<file path="config.mk">
export PLATFORM = sky130hd
export DESIGN_NAME = program_loader_flat
export DESIGN_NICKNAME = d
export VERILOG_FILES = /design/src/rtl/program_loader_if.sv /design/src/rtl/program_loader.sv /design/src/flat_wrapper.sv
export SDC_FILE = /design/constraint.sdc
export NUM_CORES = 1
export LEC_CHECK = 0
export CAP_MARGIN = 15
export CORE_MARGIN = 3
export CORE_UTILIZATION = 40
export CTS_BUF_LIST = sky130_fd_sc_hd__clkbuf_16
export CTS_CLUSTER_SIZE = 24
export DETAILED_ROUTE_END_ITERATION = 8
export DONT_BUFFER_PORTS = 1
export PLACE_DENSITY_LB_ADDON = 0.05
export RECOVER_POWER = 25
export SLEW_MARGIN = 20
export SYNTH_ARGS = -nofsm -noshare
export SYNTH_HDL_FRONTEND = slang
export SYNTH_SLANG_ARGS = --single-unit
</file>
<file path="constraint.sdc">
create_clock -name clk -period 1.74 [get_ports clk]
set_input_delay 0.348 -clock clk [delete_from_list [all_inputs] [get_ports clk]]
set_output_delay 0.348 -clock clk [all_outputs]
set_load 0.05 [all_outputs]
</file>
<file path="src/rtl/program_loader_if.sv">
// Purpose : loader bus bundle grouping the start request, the byte-stream handshake, the RAM write port and the status flags.
// Latency : none; wires only.
// Backpressure: the stream source holds in_valid/in_data until it sees in_ready.
// Ports (slave = loader side):
//   in : start, in_valid, in_data
//   out: in_ready, ram_addr, ram_data, ram_we, cpu_clr, done, err
// The master modport is the mirror image, for the stream source / RAM / CPU side.
interface program_loader_if #(
    parameter int ADDR_W = 4,
    parameter int DATA_W = 8
);
    logic              start;
    logic              in_valid;
    logic [DATA_W-1:0] in_data;
    logic              in_ready;
    logic [ADDR_W-1:0] ram_addr;
    logic [DATA_W-1:0] ram_data;
    logic              ram_we;
    logic              cpu_clr;
    logic              done;
    logic              err;

    modport slave (
        input  start, in_valid, in_data,
        output in_ready, ram_addr, ram_data, ram_we, cpu_clr, done, err
    );

    modport master (
        output start, in_valid, in_data,
        input  in_ready, ram_addr, ram_data, ram_we, cpu_clr, done, err
    );
endinterface

</file>
<file path="src/rtl/program_loader.sv">
// Purpose : loads a length-prefixed byte image into RAM while holding the CPU in clear, then releases it.
// Latency : each accepted data byte appears on the RAM write port one cycle later (registered).
// Backpressure: in_ready is high only in HDR/LOAD/CHK; in_valid stalls of any length freeze all state.
// Ports:
//   clk    - single clock, rising edge
//   clr_n  - synchronous active-low reset
//   bus    - program_loader_if.slave (start, stream handshake, RAM write port, cpu_clr/done/err)
// Optional feature: define LOADER_CHECKSUM_EN to require a trailing checksum byte that makes the
// 8-bit sum of all data bytes plus the checksum equal zero; a mismatch parks the loader in ERR.
module program_loader #(
    parameter int ADDR_W   = 4,
    parameter int DATA_W   = 8,
    parameter int CLR_HOLD = 4
) (
    input  logic            clk,
    input  logic            clr_n,
    program_loader_if.slave bus
);

    typedef enum logic [2:0] {
        IDLE = 3'd0,
        HDR  = 3'd1,
        LOAD = 3'd2,
        CHK  = 3'd3,
        HOLD = 3'd4,
        RUN  = 3'd5,
        ERR  = 3'd6
    } state_t;

    // Wide enough to hold CLR_HOLD itself (and 1 when CLR_HOLD is 0).
    localparam int                HOLD_W    = $clog2(CLR_HOLD + 2);
    localparam logic [HOLD_W-1:0] HOLD_LAST = HOLD_W'(CLR_HOLD);

    state_t            state_q, state_d;
    logic [ADDR_W-1:0] ptr_q,   ptr_d;
    // Index of the final data byte: header count minus one, so a header of 0 wraps to the full RAM.
    logic [ADDR_W-1:0] last_q,  last_d;
    logic [HOLD_W-1:0] hold_q,  hold_d;
    logic              we_q,    we_d;
    logic [ADDR_W-1:0] addr_q,  addr_d;
    logic [DATA_W-1:0] data_q,  data_d;
`ifdef LOADER_CHECKSUM_EN
    logic [7:0]        sum_q,   sum_d;
    logic [7:0]        chk_total;
`endif

    logic in_ready;
    logic accept;

    assign in_ready = (state_q == HDR) || (state_q == LOAD) || (state_q == CHK);
    assign accept   = bus.in_valid && in_ready;

`ifdef LOADER_CHECKSUM_EN
    assign chk_total = sum_q + 8'(bus.in_data);
`endif

    always_comb begin
        state_d = state_q;
        ptr_d   = ptr_q;
        last_d  = last_q;
        hold_d  = hold_q;
        we_d    = 1'b0;
        addr_d  = addr_q;
        data_d  = data_q;
`ifdef LOADER_CHECKSUM_EN
        sum_d   = sum_q;
`endif
        case (state_q)
            IDLE: begin
                if (bus.start) state_d = HDR;
            end
            HDR: begin
                if (accept) begin
                    last_d  = bus.in_data[ADDR_W-1:0] - ADDR_W'(1);
                    ptr_d   = '0;
`ifdef LOADER_CHECKSUM_EN
                    sum_d   = '0;
`endif
                    state_d = LOAD;
                end
            end
            LOAD: begin
                if (accept) begin
                    we_d   = 1'b1;
                    addr_d = ptr_q;
                    data_d = bus.in_data;
                    ptr_d  = ptr_q + ADDR_W'(1);
`ifdef LOADER_CHECKSUM_EN
                    sum_d  = sum_q + 8'(bus.in_data);
`endif
                    if (ptr_q == last_q) begin
                        // hold_q = 0 here: the cycle carrying the final write is not counted.
                        hold_d  = '0;
`ifdef LOADER_CHECKSUM_EN
                        state_d = CHK;
`else
                        state_d = HOLD;
`endif
                    end
                end
            end
`ifdef LOADER_CHECKSUM_EN
            CHK: begin
                if (accept) begin
                    // The final write is already behind us, so the HOLD entry cycle counts as hold cycle 1.
                    if (chk_total == 8'd0) begin
                        hold_d  = HOLD_W'(1);
                        state_d = HOLD;
                    end else begin
                        state_d = ERR;
                    end
                end
            end
`endif
            HOLD: begin
                if (hold_q >= HOLD_LAST) begin
                    hold_d  = '0;
                    state_d = RUN;
                end else begin
                    hold_d  = hold_q + HOLD_W'(1);
                end
            end
            RUN: begin
                if (bus.start) state_d = HDR;
            end
            ERR: begin
                if (bus.start) state_d = HDR;
            end
            default: state_d = IDLE;
        endcase
    end

    // Reset also drops any write registered from the byte accepted on the previous edge.
    always_ff @(posedge clk) begin
        if (!clr_n) begin
            state_q <= IDLE;
            ptr_q   <= '0;
            last_q  <= '0;
            hold_q  <= '0;
            we_q    <= 1'b0;
            addr_q  <= '0;
            data_q  <= '0;
`ifdef LOADER_CHECKSUM_EN
            sum_q   <= '0;
`endif
        end else begin
            state_q <= state_d;
            ptr_q   <= ptr_d;
            last_q  <= last_d;
            hold_q  <= hold_d;
            we_q    <= we_d;
            addr_q  <= addr_d;
            data_q  <= data_d;
`ifdef LOADER_CHECKSUM_EN
            sum_q   <= sum_d;
`endif
        end
    end

    assign bus.in_ready = in_ready;
    assign bus.ram_we   = we_q;
    assign bus.ram_addr = addr_q;
    assign bus.ram_data = data_q;
    assign bus.cpu_clr  = (state_q != RUN);
    assign bus.done     = (state_q == RUN);
    assign bus.err      = (state_q == ERR);

endmodule

</file>
<file path="src/flat_wrapper.sv">
// flat-port wrapper written by rule: the top's interface ports become plain ports
module program_loader_flat 
#(
    parameter int ADDR_W   = 4,
    parameter int DATA_W   = 8,
    parameter int CLR_HOLD = 4
)
  (clk, clr_n, bus_start, bus_in_valid, bus_in_data, bus_in_ready, bus_ram_addr, bus_ram_data, bus_ram_we, bus_cpu_clr, bus_done, bus_err);
  program_loader_if #(.ADDR_W(ADDR_W), .DATA_W(DATA_W)) bus_i ();
  input  logic clk;
  input  logic clr_n;
  input wire logic [$bits(bus_i.start)-1:0] bus_start;
  input wire logic [$bits(bus_i.in_valid)-1:0] bus_in_valid;
  input wire logic [$bits(bus_i.in_data)-1:0] bus_in_data;
  output wire logic [$bits(bus_i.in_ready)-1:0] bus_in_ready;
  output wire logic [$bits(bus_i.ram_addr)-1:0] bus_ram_addr;
  output wire logic [$bits(bus_i.ram_data)-1:0] bus_ram_data;
  output wire logic [$bits(bus_i.ram_we)-1:0] bus_ram_we;
  output wire logic [$bits(bus_i.cpu_clr)-1:0] bus_cpu_clr;
  output wire logic [$bits(bus_i.done)-1:0] bus_done;
  output wire logic [$bits(bus_i.err)-1:0] bus_err;
  assign bus_i.start = bus_start;
  assign bus_i.in_valid = bus_in_valid;
  assign bus_i.in_data = bus_in_data;
  assign bus_in_ready = bus_i.in_ready;
  assign bus_ram_addr = bus_i.ram_addr;
  assign bus_ram_data = bus_i.ram_data;
  assign bus_ram_we = bus_i.ram_we;
  assign bus_cpu_clr = bus_i.cpu_clr;
  assign bus_done = bus_i.done;
  assign bus_err = bus_i.err;
  program_loader #(.ADDR_W(ADDR_W), .DATA_W(DATA_W), .CLR_HOLD(CLR_HOLD)) u_core (.clk(clk), .clr_n(clr_n), .bus(bus_i));
endmodule
</file>
-- After elaboration in Yosys (flattened, before gate mapping)
Cells that the tools add are included.
- register bits after elaboration: 27
- latch bits: 0
- RAM bits: 0
- memory bits (read-only): 0
- input port bits: 12
- output and inout port bits: 17
- logic and storage cells: 51
- memories kept: 0
- $add $sub $neg: 3
- multipliers: 0
- divide/modulo/power cells: 0
- order comparisons: 1
- eq/ne operators: 13
- shifts and indexed selects: 0
- muxes and demuxes: 14
- bitwise logic cells: 0
- reduce and logical (&&, ||, !) cells: 13
- operator list (cell ; count):
    3-bit two-way mux ; 8
    3-bit case mux with 4 select lines ; 1
    3-bit == test, second input constant ; 3
    4-bit two-way mux ; 2
    2-bit by 1-bit inequality test with 1-bit output, second input constant ; 4
    4-bit case mux with 2 select lines ; 1
    3-bit by 2-bit == test with 1-bit output, second input constant ; 2
    3-bit case mux with 2 select lines ; 1
    2-bit AND reduction ; 3
    3-bit AND reduction ; 2
    5-bit AND reduction ; 1
    4-bit by 1-bit adder with 4-bit output, second input constant ; 1
    4-bit == test ; 1
    2-bit nonzero test ; 2
    4-bit by 1-bit subtractor with 4-bit output, second input constant ; 1
    3-bit by 1-bit adder with 3-bit output, second input constant ; 1
    3-bit by 1-bit == test with 1-bit output, second input constant ; 1
    3-bit >= comparator, second input constant ; 1
    3-bit zero test ; 1
    3-bit inequality test, second input constant ; 1
    3-bit OR reduction ; 1
    1-bit logical OR ; 2
    2-bit inequality test, second input constant ; 1
    1-bit logical AND ; 1
    1-bit two-way mux ; 1

-- Longest topological paths before layout
Gate-level depths: netlist of run 1.
- depth after elaboration: 6
- gate-level depth with buffers: 6
- depth with buffers taken out: 5

-- Worst setup path before layout of run 1
OpenSTA, ideal clock, no wires.
- path kind: reg-to-output
- start point: reg u_core.state_q[1]
- end point: out bus_done
- arrival time: 1.413 ns
- data required time: 1.392 ns
- slack: -0.021 ns
- cell stages (with the launch flop): 4
- path buffers: 1
- cells stage by stage: dfxtp_1 > buf_6 > nand3b_1 > inv_1
- word-level cells in the longest chain between the ends: 1
- RTL lines (element ; RTL line ; source):
    start: declaration ; program_loader.sv:34 ; state_t state_q, state_d;
    start signal: assignment ; program_loader.sv:147 ; state_q <= state_d;
    3-bit == test ; program_loader.sv:165 ; assign bus.done = (state_q == RUN);
    end: declaration ; flat_wrapper.sv:20 ; output wire logic [$bits(bus_i.done)-1:0] bus_done;
No other way between the ends.

-- Final worst setup path of run 1
Ends and elaborated chain as after synthesis.

==> impl_metrics.yaml, run 1 <==
worst_hold_path:
  min_from: "clr_n"
  hold_path_end: "u_core.state_q[1]$_SDFFE_PN0P_"
  hp-class: "in2reg"
  hold_depth: 1
timing:
  fmax_mhz: 626
  finalSetupViolCount: 0
  tightest_slew_ps: 530
  grt_setup_unrepaired: "false"
  tns_ps: 0
  relSlewSlack: 0.646
  timing.final.hold_violations: 0
  fin_crit_sh: 0.918
  fin_crit_ps: 1600
  slew_viol_final: 0
  skew_ps: 4.12
run_status:
  status: "complete, no violations"
floorplanning:
  pin_count: 29
  dieWidth_um: 63.7
  dieArea_um2: 4060
  initial_core_util: 0.429
  core-area_um2: 3100
  die_y_um: 63.7
  rows: 20
worst_setup_path:
  crit_arrival_ps: 1250
  critPathRequiredTime_ps: 1390
  r2r_slack_ps: 230
  path_class: "reg2out"
  crit_fanout: 11
  rr_worst_depth: 4
  regToRegStartpoint: "u_core.state_q[2]$_SDFFE_PN0P_"
  start_kind: "register"
  r2r-end: "u_core.ptr_q[1]$_SDFFE_PN0P_"
  critPathCaptureType: "output port"
clock_tree:
  htree_levels: 1
  clock_sink_count: 27
  path_clk_slew_ps: 70
  cts_buffers: 3
  cts_tree: "done"
  cts-root-buf: "clkbuf_16"
  cts_max_path_buffers: 2
  post_cts_buffers: 0
  insertion_delay_ps: 260
  cts_hold_buf: 0
  post_cts_resized: 0
synthesis:
  ys_async_sr_fraction: 0
  yosysTopAreaCell: "dfxtp_1"
  synth_edf_count: 0
  synth_commonest_cells: "32 x nand2_1, 27 x dfxtp_1, 10 x a21boi_1"
  postSynthCellCount: 151
  synth.most_common_cell: "nand2_1"
  synthFlopType: "dfxtp_1"
  synth_cell_type_count: 37
  synth_seq_cells: 27
  ys_warn_count: 0
  syn_nets: 167
  yosys-top-cells-area: "dfxtp_1 41%, nand2_1 9.0%, a21boi_1 5.6%"
  synth_top_cell_area_share: 0.406
  synth-seq-area-share: 0.406
  avgSynthCellArea_um2: 8.82
  netlist_area_um2: 1330
power:
  switchingPower_uw: 299
  internal_power_uw: 992
  p_seq_frac: 0.513
  p_leak_nw: 0.580
  p_total_mw: 1.29
  pwr-share-comb: 0.083
  powerDensity_nw_per_um2: 892
  swShare: 0.232
  ir_drop_v: 0.000384
  p_clk_frac: 0.405
place:
  postPlaceCellArea_um2: 1370
  dp.cells: 191
  port_buffers: 0
  hpwlAfterDp_um: 1840
  place_congestion: 0.769
routing:
  via_per_inst: 5.05
  drc_errors: 0
  vias: 984
  drt-pass1-iter-count: 4
  wire_per_inst_um: 13.1
  drtIter0Drc: 44
  wirelength_um: 2560
  postRouteAntennaNets: 0
finish:
  nets: 168
  final_util: 0.466
  antenna_cells: 0
  drive_gt1_frac: 0.113
  final_cell_area_um2: 1450
  fin_cells: 195
  nFillCells: 317
  syn2layout_area_growth_pct: 8.65
global_routing:
  grt_max_degree: 31
  grt_antenna_before_repair: 0
  grt_usage: 0.140
  overflow: 0
  grt_first_pass_wirelength_um: 4460
  grt_pass1_vias: 976
run:
  maxCapViolCount: 0
## sequential cells by signal, summed over array words and instances, names as in the netlist
signal	cells
u_core.bus.ram_data	8
u_core.bus.ram_addr	4
u_core.last_q	4
u_core.ptr_q	4
u_core.hold_q	3
u_core.state_q	3
u_core.bus.ram_we	1
## per-stage QoR
stage	hold WS [ps]	worst slack, ps
after CTS	202	133
after global routing	211	51.1
final	202	143
after global placement	470	289
after detailed placement	474	226
after floorplan	454	13.0
## power by group through the flow
stage	Combinational, mW	Clock [mW]	Sequential, mW
5_1_grt	0.118	0.559	0.664
4_1_cts	0.108	0.535	0.661
2_1_floorplan	0.112	0	0.665
3_3_place_gp	0.107	0	0.675
6_report	0.106	0.522	0.662
3_5_place_dp	0.108	0	0.676
## cell type report
class	instances	area, µm²	share of cell area
clock buffers	3	75.1	0.0519
flip-flops and latches	27	541	0.374
clock inverters	1	3.75	0.00260
inverters	6	26.3	0.0182
well taps	44	55.1	0.0381
repair buffers	6	57.6	0.0398
multi-input cells	108	688	0.476
## worst max path at each step
stage | slack, ps | end | depth (start not counted) | startpoint
floorplan | 10 | bus_done | 3 | u_core.state_q[1]$_SDFFE_PN0P_
global route | 50 | u_core.bus.ram_data[0]$_SDFFE_PN0P_ | 4 | u_core.state_q[1]$_SDFFE_PN0P_
CTS | 130 | bus_done | 3 | u_core.state_q[1]$_SDFFE_PN0P_
detailed placement | 230 | u_core.ptr_q[1]$_SDFFE_PN0P_ | 4 | u_core.state_q[1]$_SDFFE_PN0P_
finish | 140 | bus_done | 3 | u_core.state_q[1]$_SDFFE_PN0P_
global placement | 290 | u_core.ptr_q[1]$_SDFFE_PN0P_ | 4 | u_core.state_q[2]$_SDFFE_PN0P_
## cells in the final DEF (no fill, tap or decap)
cell type / Yosys / final
clkbuf_16: 0 / 3
xnor2_1: 2 / 2
buf_12: 0 / 1
and4bb_2: 1 / 1
nand3b_1: 1 / 1
nand4bb_1: 1 / 1
o21a_1: 2 / 2
nand2b_1: 2 / 2
inv_1: 6 / 6
a221oi_1: 1 / 1
mux2i_1: 1 / 1
a21oi_1: 5 / 5
a21boi_0: 4 / 4
o21ai_0: 4 / 4
nor2b_2: 1 / 1
nor2_2: 1 / 1
nor4_4: 1 / 1
nor3_1: 2 / 2
dfxtp_1: 27 / 27
and2_1: 2 / 2
o211a_1: 3 / 3
a22oi_1: 2 / 2
buf_4: 4 / 5
nand2_1: 32 / 32
a21boi_1: 10 / 10
a21o_1: 1 / 1
clkinvlp_4: 0 / 1
nor2b_1: 3 / 3
nor3b_2: 1 / 1
and3_2: 1 / 1
nand3_1: 5 / 5
ha_1: 4 / 4
nor2_1: 8 / 8
or3b_4: 1 / 1
xor2_1: 5 / 5
and4bb_1: 1 / 1
## routing by layer
metal / track usage / wire length, µm / vias to the layer above
li1: - / - / 502
met1: 0.164 / 1110 / 455
met2: 0.233 / 1220 / 22
met3: 0.0463 / 185 / 5
met4: 0.0566 / 44 / 0
met5: 0 / 0 / -
## cell families (layout without fill, tap and decap cells)
logic type | Yosys count | in the layout | share of synthesized area
AOI/OAI and AO/OA | 32 | 32 | 0.170
xor gates and xnor gates | 7 | 7 | 0.0461
adders and majority gates | 4 | 4 | 0.0376
buffers and inverters | 16 | 16 | 0.0771
DFF | 27 | 27 | 0.406
muxes | 1 | 1 | 0.00752
and+or+nand+nor | 64 | 64 | 0.256
## worst max-delay path, cell delays in order (launching register included)
cell	delay [ps]
dfxtp_1	490
nand3b_1	220
clkinvlp_4	120
buf_12	150
Power figures use the tool's default switching activity.
==> run 2: changes to the inputs <==
--- a/config.mk
+++ b/config.mk
@@ -12,6 +12,7 @@
 export CTS_CLUSTER_SIZE = 24
 export DETAILED_ROUTE_END_ITERATION = 8
 export DONT_BUFFER_PORTS = 1
+export GPL_TIMING_DRIVEN = 0
 export PLACE_DENSITY_LB_ADDON = 0.05
 export RECOVER_POWER = 25
 export SLEW_MARGIN = 20
==> run 2 against run 1 <==
Net effect: the flow now finishes with violations (setup timing); maximum frequency is 18% lower; total power is 1.2% higher; register-to-register slack better by 30 ps; global-route usage is 0.30 points higher; cell count is 5.1% higher; flip-flop and latch count stayed put; die area stayed put; via count is 5.0% higher; clock-buffer cell count stayed put; setup slack worse by 360 ps; first-iteration DRC count is 48% lower; clock power is 3% lower; critical path type unchanged; highest routed layer unchanged.
==> impl_metrics.yaml, run 2 (synthesis gave the netlist of run 1 again) <==
timing:
  skew_ps: 3.36
  setup_ws_ps: -216
  grt_setup_unrepaired: "true"
  finalSetupViolCount: 1
  holdWs_ps: 217
  fin_crit_sh: 1.12
  slew_viol_final: 0
  timing.final.hold_violations: 0
  fin_crit_ps: 1960
  tightest_slew_ps: 638
  relSlewSlack: 0.573
  fmax_mhz: 511
finish:
  final_common_cell: "nand2_1"
  final_util: 0.491
  drive_gt1_frac: 0.193
  fin_cells: 205
  final_cell_mix: "32 x nand2_1, 24 x dfxtp_1, 13 x buf_4, 10 x a21boi_1"
  antenna_cells: 0
  largest_reg_flops: 8
  nets: 178
  syn2layout_area_growth_pct: 14.4
worst_hold_path:
  min_from: "bus_in_data[2]"
  hold_depth: 2
  hp-class: "in2reg"
  hold_path_end: "u_core.bus.ram_data[2]$_SDFFE_PN0P_"
worst_setup_path:
  critPathCaptureType: "output port"
  critPathRequiredTime_ps: 1390
  path_class: "reg2out"
  crit_arrival_ps: 1610
  r2r-end: "u_core.bus.ram_addr[2]$_SDFFE_PN0P_"
  critical_path_buf_inv_count: 1
  regToRegStartpoint: "u_core.state_q[0]$_SDFFE_PN0P_"
  crit_fanout: 6
  r2r_slack_ps: 260
  worstPathCellList: "nand3b_1 > clkinvlp_4"
  rr_worst_depth: 6
  critical_path.top_delay_family: "simple AND/OR/NAND/NOR gates"
  max_stage_delay_ps: 540
  start_kind: "register"
  slowest_stage: "nand3b_1"
routing:
  wire_per_inst_um: 12.9
  postRouteAntennaNets: 0
  vias: 1033
  wirelength_um: 2650
  via_per_inst: 5.04
  drc_errors: 0
  drt-pass1-iter-count: 4
  drtIter0Drc: 23
power:
  p_total_mw: 1.31
  p_clk_frac: 0.388
  powerDensity_nw_per_um2: 858
  internal_power_mw: 1.01
  p_seq_frac: 0.502
  ir_drop_v: 0.000432
  switchingPower_uw: 298
  pwr-share-comb: 0.110
  p_leak_nw: 0.629
  swShare: 0.228
floorplanning:
  dieArea_um2: 4060
  pin_count: 29
  dieWidth_um: 63.7
  initial_core_util: 0.429
  rows: 20
  core-area_um2: 3100
  die_y_um: 63.7
clock_tree:
  cts_buffers: 3
  htree_levels: 1
  cts_max_path_buffers: 2
  clock_sink_count: 27
  cts_hold_buf: 0
  cts_tree: "done"
  insertion_delay_ps: 260
  cts-root-buf: "clkbuf_16"
  path_clk_slew_ps: 60
place:
  place_congestion: 0.804
  port_buffers: 0
  dp.cells: 195
  hpwlAfterDp_um: 1930
global_routing:
  grt_pass1_vias: 1073
  grt_max_degree: 15
  grt_antenna_before_repair: 0
  grt_usage: 0.143
  overflow: 0
  grt_first_pass_wirelength_um: 4640
run_status:
  violations: "setup timing"
  status: "finished, violations left"
run:
  maxCapViolCount: 0
[run 2: changes by cell type in the layout (fill, tap and decap cells not counted), moves of 2 or more]
| cell | delta |
|---|---|
| buf_4 | +8 |
| dfxtp_1 | -3 |
| dfxtp_4 | +2 |
| nor2_1 | -2 |
| nor2_2 | +2 |
[run 2: power by group through the flow]
stage	sequential, mW	combinational [mW]	clock (mW)
6_report	0.656	0.143	0.507
5_1_grt	0.657	0.159	0.557
4_1_cts	0.656	0.144	0.523
3_5_place_dp	0.668	0.133	0
3_3_place_gp	0.667	0.131	0
2_1_floorplan	0.665	0.112	0
[run 2: layout make-up]
| class | count | area [µm²] |
|---|---|---|
| Buffer | 7 | 52.6 |
| Clock buffer | 3 | 75.1 |
| Clock inverter | 1 | 3.75 |
| Fill cell | 327 | 1580 |
| Inverter | 6 | 26.3 |
| Multi-Input combinational cell | 108 | 693 |
| Sequential cell | 27 | 549 |
| Tap cell | 44 | 55.1 |
| Timing Repair Buffer | 9 | 67.6 |
[run 2: what timing repair did]
action	in CTS	in global routing
endpoints found under the setup margin	3	2
pin swaps	1	1
setup buffers	5	4
hold endpoints to repair	0	0
resized for setup	7	2
[run 2: metrics by stage]
stage,instance area [µm²],TNS [ps],setup slack [ps]
2_1_floorplan,1340,0,13.0
3_3_place_gp,1390,-41.1,-41.1
3_5_place_dp,1390,-48.0,-48.0
4_1_cts,1510,-369,-260
5_1_grt,1520,-263,-263
6_report,1520,-216,-216
[run 2: worst max path at each step]
| stage | start | end | slack, ps | cells after the start |
|---|---|---|---|---|
| floorplan | u_core.state_q[1]$_SDFFE_PN0P_ | bus_done | 10 | 3 |
| global placement | u_core.state_q[0]$_SDFFE_PN0P_ | bus_done | -40 | 3 |
| detailed placement | u_core.state_q[0]$_SDFFE_PN0P_ | bus_done | -50 | 3 |
| CTS | u_core.state_q[0]$_SDFFE_PN0P_ | bus_done | -260 | 3 |
| global route | u_core.state_q[1]$_SDFFE_PN0P_ | bus_done | -260 | 2 |
| finish | u_core.state_q[1]$_SDFFE_PN0P_ | bus_done | -220 | 2 |
[run 2: per-layer routing]
metal / up-vias / wire length (µm) / GRT usage
met4: 0 / 36 / 0.0566
met1: 481 / 1130 / 0.175
met2: 22 / 1330 / 0.237
met3: 5 / 162 / 0.0374
met5: - / 0 / 0
li1: 525 / - / -
==> run 3: changes to the inputs <==
--- a/config.mk
+++ b/config.mk
@@ -14,7 +14,7 @@
 export DONT_BUFFER_PORTS = 1
 export GPL_TIMING_DRIVEN = 0
 export PLACE_DENSITY_LB_ADDON = 0.05
-export RECOVER_POWER = 25
+export RECOVER_POWER = 50
 export SLEW_MARGIN = 20
 export SYNTH_ARGS = -nofsm -noshare
 export SYNTH_HDL_FRONTEND = slang
==> run 3 against run 2 <==
Net effect: the run still ends with setup timing left; critical path depth unchanged; die area unchanged; worst hold slack about the same; cell area fell by 0.90%; maximum frequency is essentially flat; largest cell class unchanged; global-route usage did not move; clock skew about the same; setup slack improved by 0.70 ps; total power decreased by 0.41%; flip-flop and latch count is the same; register-to-register slack lost 110 ps; sequential share of layout area grew 0.33 points; critical endpoint unchanged.
==> impl_metrics.yaml, run 3 (synthesis gave the netlist of run 1 again) <==
routing:
  vias: 1029
  drt-pass1-iter-count: 4
  drtIter0Drc: 27
  postRouteAntennaNets: 0
  drc_errors: 0
  wire_per_inst_um: 12.9
  via_per_inst: 5.02
  wirelength_um: 2640
timing:
  fin_crit_sh: 1.12
  setup_ws_ps: -215
  tightest_slew_ps: 638
  skew_ps: 3.46
  finalSetupViolCount: 1
  relSlewSlack: 0.573
  holdWs_ps: 217
  grt_setup_unrepaired: "true"
  timing.final.hold_violations: 0
  fin_crit_ps: 1950
  tns_ps: -215
  fmax_mhz: 512
  slew_viol_final: 0
floorplanning:
  initial_core_util: 0.429
  rows: 20
  pin_count: 29
  dieWidth_um: 63.7
  die_y_um: 63.7
  core-area_um2: 3100
  dieArea_um2: 4060
power:
  pwr-share-comb: 0.106
  switchingPower_uw: 297
  p_seq_frac: 0.504
  p_clk_frac: 0.389
  powerDensity_nw_per_um2: 862
  internal_power_mw: 1.00
  p_leak_nw: 0.618
  swShare: 0.229
  ir_drop_v: 0.000431
finish:
  antenna_cells: 0
  syn2layout_area_growth_pct: 13.3
  largest_reg_flops: 8
  drive_gt1_frac: 0.180
  regArea_um2: 549
  nets: 178
  nFillCells: 332
  multiInputGateArea_um2: 693
  final_common_cell: "nand2_1"
  final_cell_mix: "32 x nand2_1, 24 x dfxtp_1, 11 x buf_4, 9 x a21boi_1"
  fin_cells: 205
worst_setup_path:
  r2r-end: "u_core.state_q[2]$_SDFFE_PN0P_"
  crit_arrival_ps: 1610
  critical_path.top_delay_family: "simple AND/OR/NAND/NOR gates"
  critical_path_buf_inv_count: 1
  regToRegStartpoint: "u_core.state_q[2]$_SDFFE_PN0P_"
  critPathCaptureType: "output port"
  slowest_stage: "nand3b_1"
  crit_path_end: "bus_done"
  rr_worst_depth: 6
  path_class: "reg2out"
  crit_fanout: 6
  critPathRequiredTime_ps: 1390
  max_stage_delay_ps: 540
  start_kind: "register"
  cp.depth: 2
  startpoint: "u_core.state_q[1]$_SDFFE_PN0P_"
  r2r_slack_ps: 150
  worstPathCellList: "nand3b_1 > clkinvlp_4"
run_status:
  status: "finished, violations left"
  violations: "setup timing"
place:
  hpwlAfterDp_um: 1930
  place_ws_ps: -48.0
  place_congestion: 0.804
  port_buffers: 0
  dp.cells: 195
clock_tree:
  path_clk_slew_ps: 60
  cts-root-buf: "clkbuf_16"
  htree_levels: 1
  insertion_delay_ps: 260
  clock_sink_count: 27
  cts_tree: "done"
  cts_buffers: 3
  cts_max_path_buffers: 2
global_routing:
  overflow: 0
  grt_max_degree: 15
  grt_pass1_vias: 1073
  grt_antenna_before_repair: 0
  grt_first_pass_wirelength_um: 4640
  grt_usage: 0.143
worst_hold_path:
  hp-class: "in2reg"
run:
  maxCapViolCount: 0
## run 3: cell types whose count changed in the layout (fill, tap and decap cells not counted)
| cell | previous run | this run |
|---|---|---|
| a21boi_0 | 4 | 5 |
| a21boi_1 | 10 | 9 |
| buf_4 | 13 | 11 |
| buf_6 | 1 | 0 |
| clkbuf_1 | 1 | 3 |
| clkbuf_2 | 0 | 1 |
## run 3: worst reg2reg max path, cell delays in order, from the launching register on
cell      delay, ps
dfxtp_4         360
buf_4           130
and4bb_1        260
buf_4           160
clkbuf_1        370
nand2_1         110
a21boi_1        130
## run 3: repair_timing
action,4_1_cts,5_1_grt
hold buffers,0,0
endpoints found under the setup margin,3,2
setup buffers,5,4
resized for setup,7,2
pin swaps,1,1
gates cloned,0,0
## run 3: metrics by stage
step,power (mW),utilization,cell area [µm²]
2_1_floorplan,0.777,-,1340
3_3_place_gp,0.799,0.448,1390
3_5_place_dp,0.801,0.448,1390
4_1_cts,1.32,0.487,1510
5_1_grt,1.37,0.486,1510
6_report,1.30,0.486,1510
## run 3: power groups by stage
| stage | combinational, mW | clock [mW] | sequential (mW) |
|---|---|---|---|
| finish | 0.138 | 0.506 | 0.656 |
| global route | 0.155 | 0.557 | 0.657 |
| CTS | 0.144 | 0.523 | 0.656 |
| detailed placement | 0.133 | 0 | 0.668 |
| global placement | 0.131 | 0 | 0.667 |
| floorplan | 0.112 | 0 | 0.665 |
## run 3: layout make-up
type	count	share of cell area
clock inverter	1	0.00249
multi-input combinational	108	0.459
sequential	27	0.364
timing repair buffer	9	0.0423
clock buffer	3	0.0498
tap	44	0.0365
inverter	6	0.0174
buffer	7	0.0282
## run 3: worst min-delay path by stage
stage	startpoint	end	depth (start not counted)
global placement	u_core.hold_q[1]$_SDFFE_PN0P_	u_core.hold_q[1]$_SDFFE_PN0P_	2
CTS	bus_in_data[2]	u_core.bus.ram_data[2]$_SDFFE_PN0P_	2
detailed placement	u_core.ptr_q[3]$_SDFFE_PN0P_	u_core.ptr_q[3]$_SDFFE_PN0P_	1
floorplan	u_core.ptr_q[3]$_SDFFE_PN0P_	u_core.ptr_q[3]$_SDFFE_PN0P_	1
global route	bus_in_data[4]	u_core.bus.ram_data[4]$_SDFFE_PN0P_	2
finish	bus_in_data[2]	u_core.bus.ram_data[2]$_SDFFE_PN0P_	2
## run 3: per-layer routing
layer | up-vias | global-route usage | part of all wire
met5 | - | 0 | 0
met4 | 0 | 0.0566 | 0.014
met3 | 5 | 0.0374 | 0.063
met2 | 24 | 0.237 | 0.49
met1 | 476 | 0.175 | 0.43
li1 | 524 | - | -
